===== config.mk =====
export PLATFORM = sky130hd
export DESIGN_NAME = sdc16_timer
export DESIGN_NICKNAME = d
export VERILOG_FILES = /design/src/rtl/sdc16_pkg.sv /design/src/rtl/dcnt_reg.sv /design/src/rtl/sdc16_timer.sv
export SDC_FILE = /design/constraint.sdc
export NUM_CORES = 1
export LEC_CHECK = 0
export ABC_AREA = 1
export CORE_UTILIZATION = 50
export CTS_CLUSTER_SIZE = 10
export DETAILED_ROUTE_END_ITERATION = 7
export GPL_TIMING_DRIVEN = 0
export PLACE_DENSITY = 0.8
export SLEW_MARGIN = 20
export SYNTH_ARGS = -nofsm -noshare
export SYNTH_HDL_FRONTEND = slang
export SYNTH_HIERARCHICAL = 1
export SYNTH_SLANG_ARGS = --single-unit

===== constraint.sdc =====
create_clock -name clk -period 2.7 [get_ports clk]
set_clock_uncertainty 0.2 [all_clocks]
set_input_delay 0.405 -clock clk [delete_from_list [all_inputs] [get_ports clk]]
set_output_delay 0.405 -clock clk [all_outputs]
set_load 0.1 [all_outputs]

===== src/rtl/sdc16_pkg.sv =====
// Shared types and constants for the sdc16 down-counter/timer.
package sdc16_pkg;

    localparam int SDC16_WIDTH = 16;

    typedef enum logic [1:0] {
        IDLE   = 2'd0,
        RUN    = 2'd1,
        EXPIRE = 2'd2
    } state_t;

endpackage


===== src/rtl/dcnt_reg.sv =====
// Count register for sdc16_timer: synchronous reset, load, and decrement that stops at zero.
module dcnt_reg
    import sdc16_pkg::*;
#(
    parameter int WIDTH = SDC16_WIDTH
) (
    input  logic             clk,
    input  logic             reset,
    input  logic             ld_i,
    input  logic [WIDTH-1:0] ld_val_i,
    input  logic             dec_i,
    output logic [WIDTH-1:0] q_o
);

    logic [WIDTH-1:0] q_q;

    // Load outranks decrement; the zero guard keeps the count from wrapping.
    always_ff @(posedge clk) begin
        if (reset) begin
            q_q <= '0;
        end else if (ld_i) begin
            q_q <= ld_val_i;
        end else if (dec_i && (q_q != '0)) begin
            q_q <= q_q - WIDTH'(1);
        end
    end

    assign q_o = q_q;

endmodule


===== src/rtl/sdc16_timer.sv =====
// 16-bit programmable down-counter/timer: load a count, decrement on en, pulse tc at zero.
// Define SDC16_AUTO_RELOAD_EN to restart from the last loaded value after each expiry.
module sdc16_timer
    import sdc16_pkg::*;
#(
    parameter int WIDTH = SDC16_WIDTH
) (
    input  logic             clk,
    input  logic             reset,
    input  logic             load,
    input  logic [WIDTH-1:0] load_val,
    input  logic             en,
    output logic [WIDTH-1:0] q,
    output logic             busy,
    output logic             tc
);

    state_t           state_q, state_d;
    logic             busy_q, tc_q;
    logic             cnt_ld, cnt_dec;
    logic [WIDTH-1:0] cnt_val;

`ifdef SDC16_AUTO_RELOAD_EN
    // Only the reload path reads this, so it exists only when reload is built in.
    logic [WIDTH-1:0] reload_q;

    always_ff @(posedge clk) begin
        if (reset) begin
            reload_q <= '0;
        end else if (load) begin
            reload_q <= load_val;
        end
    end
`endif

    always_comb begin
        state_d = state_q;
        cnt_ld  = 1'b0;
        cnt_dec = 1'b0;
        cnt_val = load_val;
        if (load) begin
            cnt_ld  = 1'b1;
            state_d = (load_val != '0) ? RUN : EXPIRE;
        end else begin
            case (state_q)
                RUN: begin
                    if (en) begin
                        cnt_dec = 1'b1;
                        if (q <= WIDTH'(1)) begin
                            state_d = EXPIRE;
                        end
                    end
                end
                EXPIRE: begin
`ifdef SDC16_AUTO_RELOAD_EN
                    cnt_ld  = 1'b1;
                    cnt_val = reload_q;
                    state_d = (reload_q != '0) ? RUN : EXPIRE;
`else
                    // q is already zero here; clearing it again keeps IDLE exact.
                    cnt_ld  = 1'b1;
                    cnt_val = '0;
                    state_d = IDLE;
`endif
                end
                default: state_d = state_q;
            endcase
        end
    end

    // Outputs are registered from the next state so they change only with state_q.
    always_ff @(posedge clk) begin
        if (reset) begin
            state_q <= IDLE;
            busy_q  <= 1'b0;
            tc_q    <= 1'b0;
        end else begin
            state_q <= state_d;
            busy_q  <= (state_d != IDLE);
            tc_q    <= (state_d == EXPIRE);
        end
    end

    dcnt_reg #(
        .WIDTH(WIDTH)
    ) u_cnt (
        .clk      (clk),
        .reset    (reset),
        .ld_i     (cnt_ld),
        .ld_val_i (cnt_val),
        .dec_i    (cnt_dec),
        .q_o      (q)
    );

    assign busy = busy_q;
    assign tc   = tc_q;

endmodule


==> impl_metrics.py <==
metrics = {
    "synth": {
        "avgSynthCellArea_um2": 5.72,
        "ys_warn_count": 6,
        "synth_top_family_by_area": "simple AND/OR/NAND/NOR gates",
        "syn_area_um2": 1600,
        "synth-simple-area-share_pct": 50.0,
        "synth_fp_nets": 303,
        "syn_inst": 280,
        "yosysUniqueCellTypes": 29,
        "synthAdderAreaFrac_pct": 2.34,
        "synth_xor_area_share_pct": 2.19,
        "synth-seq-cells": 20,
        "synth_mux_area_share_pct": 0,
        "synth-compound-area-share_pct": 7.58,
        "yosysSeqAreaShare_pct": 25.0,
    },
    "die": {
        "ios": 38,
        "dieHeight_um": 58.6,
        "die_w_um": 58.6,
        "initial_core_util_pct": 52.5,
        "design.core.area_um2": 3050,
        "dieArea_um2": 3430,
        "rows": 20,
    },
    "cells_and_area": {
        "final_common_cell": "nand2_1",
        "layout_common_cells": "69 x nand2_1, 65 x nor2_1, 39 x inv_1, 37 x clkdlybuf4s50_1, 23 x nand3_1",
        "final_nets": 345,
        "fillCellCount": 326,
        "drive_gt1_share_pct": 7.81,
        "layout-area-overhead-vs-synth_pct": 28.0,
        "insertedDiodeCount": 0,
        "fin_util_pct": 67.1,
    },
    "detailed_routing": {
        "m1WireLength_um": 1930,
        "drt_iter0_drc": 118,
        "drt-wirelength-per-cell_um": 11.7,
        "postRouteAntennaNets": 0,
        "wl_met2_um": 1930,
        "dr_wl_met3_um": 323,
        "dr.pass1.iters": 5,
        "vias_per_cell": 5.12,
        "wl_um": 4280,
        "drc": 0,
        "highest_layer": "met4",
        "via_count": 1863,
    },
    "sta": {
        "setup_ws_ns": 0.0909,
        "max_freq_ghz": 0.383,
        "fin_crit_ns": 2.61,
        "timing.setup.tns_ns": 0,
        "setup_viol": 0,
        "tightest_slew_ns": 0.969,
        "finalCritPeriodShare_pct": 96.6,
        "rsz0062_at_grt": "no",
        "relSlewSlack_pct": 35.2,
        "finalHoldViolations": 0,
        "slew_violations": 0,
    },
    "clocking": {
        "clock_path_buffers": 2,
        "cts_tree": "done",
        "postCtsHoldBufs": 0,
        "numCtsBuffers": 3,
        "cts_max_level": 1,
        "clk_latency_ns": 0.31,
        "cts_root_buffer": "clkbuf_4",
        "clk_pin_slew_ns": 0.13,
        "post_cts_buffers": 0,
        "cts.sinks": 20,
        "post_cts_resized": 0,
    },
    "worst_setup_path": {
        "crit_type": "register to output pin",
        "critPathRequiredTime_ns": 2.10,
        "cp_data_arrival_time_ns": 2.00,
        "crit_family": "buffers and inverters",
        "cpPeakStageDelay_ns": 1.19,
        "cp-start-kind": "register",
        "cp-end-kind": "output pin",
        "worstPathCellList": "clkdlybuf4s50_1",
        "worstPathMaxFanout": 7,
        "cp_slowest_cell": "clkdlybuf4s50_1",
        "critical_path_buf_inv_count": 1,
    },
    "power_and_ir_drop": {
        "ir_drop_uv": 291,
        "power_density_nw_per_um2": 494,
        "power.leakage_nw": 1.02,
    },
    "global_routing": {
        "grt_pass1_vias": 1615,
        "overflow": 0,
        "grt_pass1_wl_um": 7210,
        "grtUsageTotal_pct": 27.5,
        "antenna_found_initial": 0,
        "grt_max_degree": 11,
    },
    "place": {
        "dp_hpwl_um": 3260,
        "port_buffers": 37,
        "gp_congestion": 0.890,
        "post-place-ws_ns": 0.283,
    },
    "flow_run": {
        "maxCapViolations": 0,
    },
    "worst_hold_path": {
        "worstHoldPathType": "register to register",
    },
    "outcome": {
        "outcome": "finished clean",
    },
}
## path summary, 6_finish.rpt
check	startpoint	endpoint	slack, ns	depth (start not counted)
max	u_cnt/q_o[2]$_SDFFE_PP0P_	q[2]	0.09	1
min	u_cnt/q_o[0]$_SDFFE_PP0P_	u_cnt/q_o[0]$_SDFFE_PP0P_	0.33	2
max reg2reg	state_q[0]$_SDFF_PP0_	u_cnt/q_o[0]$_SDFFE_PP0P_	0.64	10
min reg2reg	u_cnt/q_o[0]$_SDFFE_PP0P_	u_cnt/q_o[0]$_SDFFE_PP0P_	0.33	2
## registers in the layout, indices dropped and copies added (netlist names)
name       cells
busy           1
tc             1
state_q        2
u_cnt/q_o     16
## per-stage QoR
step / instance area, um^2 / cells / hold slack (ns) / power, W
floorplan: 1600 / 280 / 0.359 / 0.000738
global placement: 2030 / 361 / 0.301 / 0.000857
detailed placement: 2030 / 361 / 0.300 / 0.000862
CTS: 2050 / 364 / 0.326 / 0.00101
global route: 2050 / 364 / 0.374 / 0.00108
finish: 2050 / 364 / 0.326 / 0.00101
## logic make-up (layout without fill, tap and decap cells)
| kind of cell | count (synthesis) | in the layout |
|---|---|---|
| flops | 20 | 20 |
| simple gates | 183 | 183 |
| fa+ha+maj | 3 | 3 |
| compound gates | 22 | 22 |
| buf+inv | 48 | 88 |
| xor+xnor | 4 | 4 |
## power breakdown
part	switching [W]	total (W)	internal [W]	leakage (nW)
clock network	0.0000981	0.000150	0.0000521	0.0138
logic	0.000350	0.000507	0.000157	0.837
registers	0.0000360	0.000355	0.000319	0.165
## routing by layer
layer	global-route usage, %	up-vias
li1	-	945
met2	42.0	83
met4	12.6	0
met5	0	-
met3	3.08	9
met1	38.8	826
## layout make-up
type / instances / area (um^2) / share of cell area, %
repair buffers: 37 / 370 / 18.1
well taps: 44 / 55.1 / 2.69
multi-input cells: 212 / 995 / 48.5
clock buffers: 3 / 22.5 / 1.10
inverters: 40 / 150 / 7.33
plain buffers: 8 / 56.3 / 2.75
flip-flops and latches: 20 / 400 / 19.5
## cell usage after synthesis (all sizes together)
| cell | n | share of area, % |
|---|---|---|
| o21ai | 11 | 3.7 |
| nand3 | 24 | 7.8 |
| xor2 | 2 | 1.1 |
| nor2 | 72 | 18 |
| clkbuf | 1 | 0.23 |
| nand3b | 4 | 1.9 |
| nor3 | 3 | 0.94 |
| xnor2 | 2 | 1.1 |
| nand4 | 5 | 2.0 |
| o21bai | 2 | 0.94 |
| inv | 40 | 9.4 |
| nand2 | 75 | 19 |
| ha | 3 | 2.3 |
| dfxtp | 20 | 25 |
| buf | 7 | 3.3 |
| a21oi | 8 | 2.5 |
| o21a | 1 | 0.47 |
No activity file was read; power rests on OpenSTA's default activity.
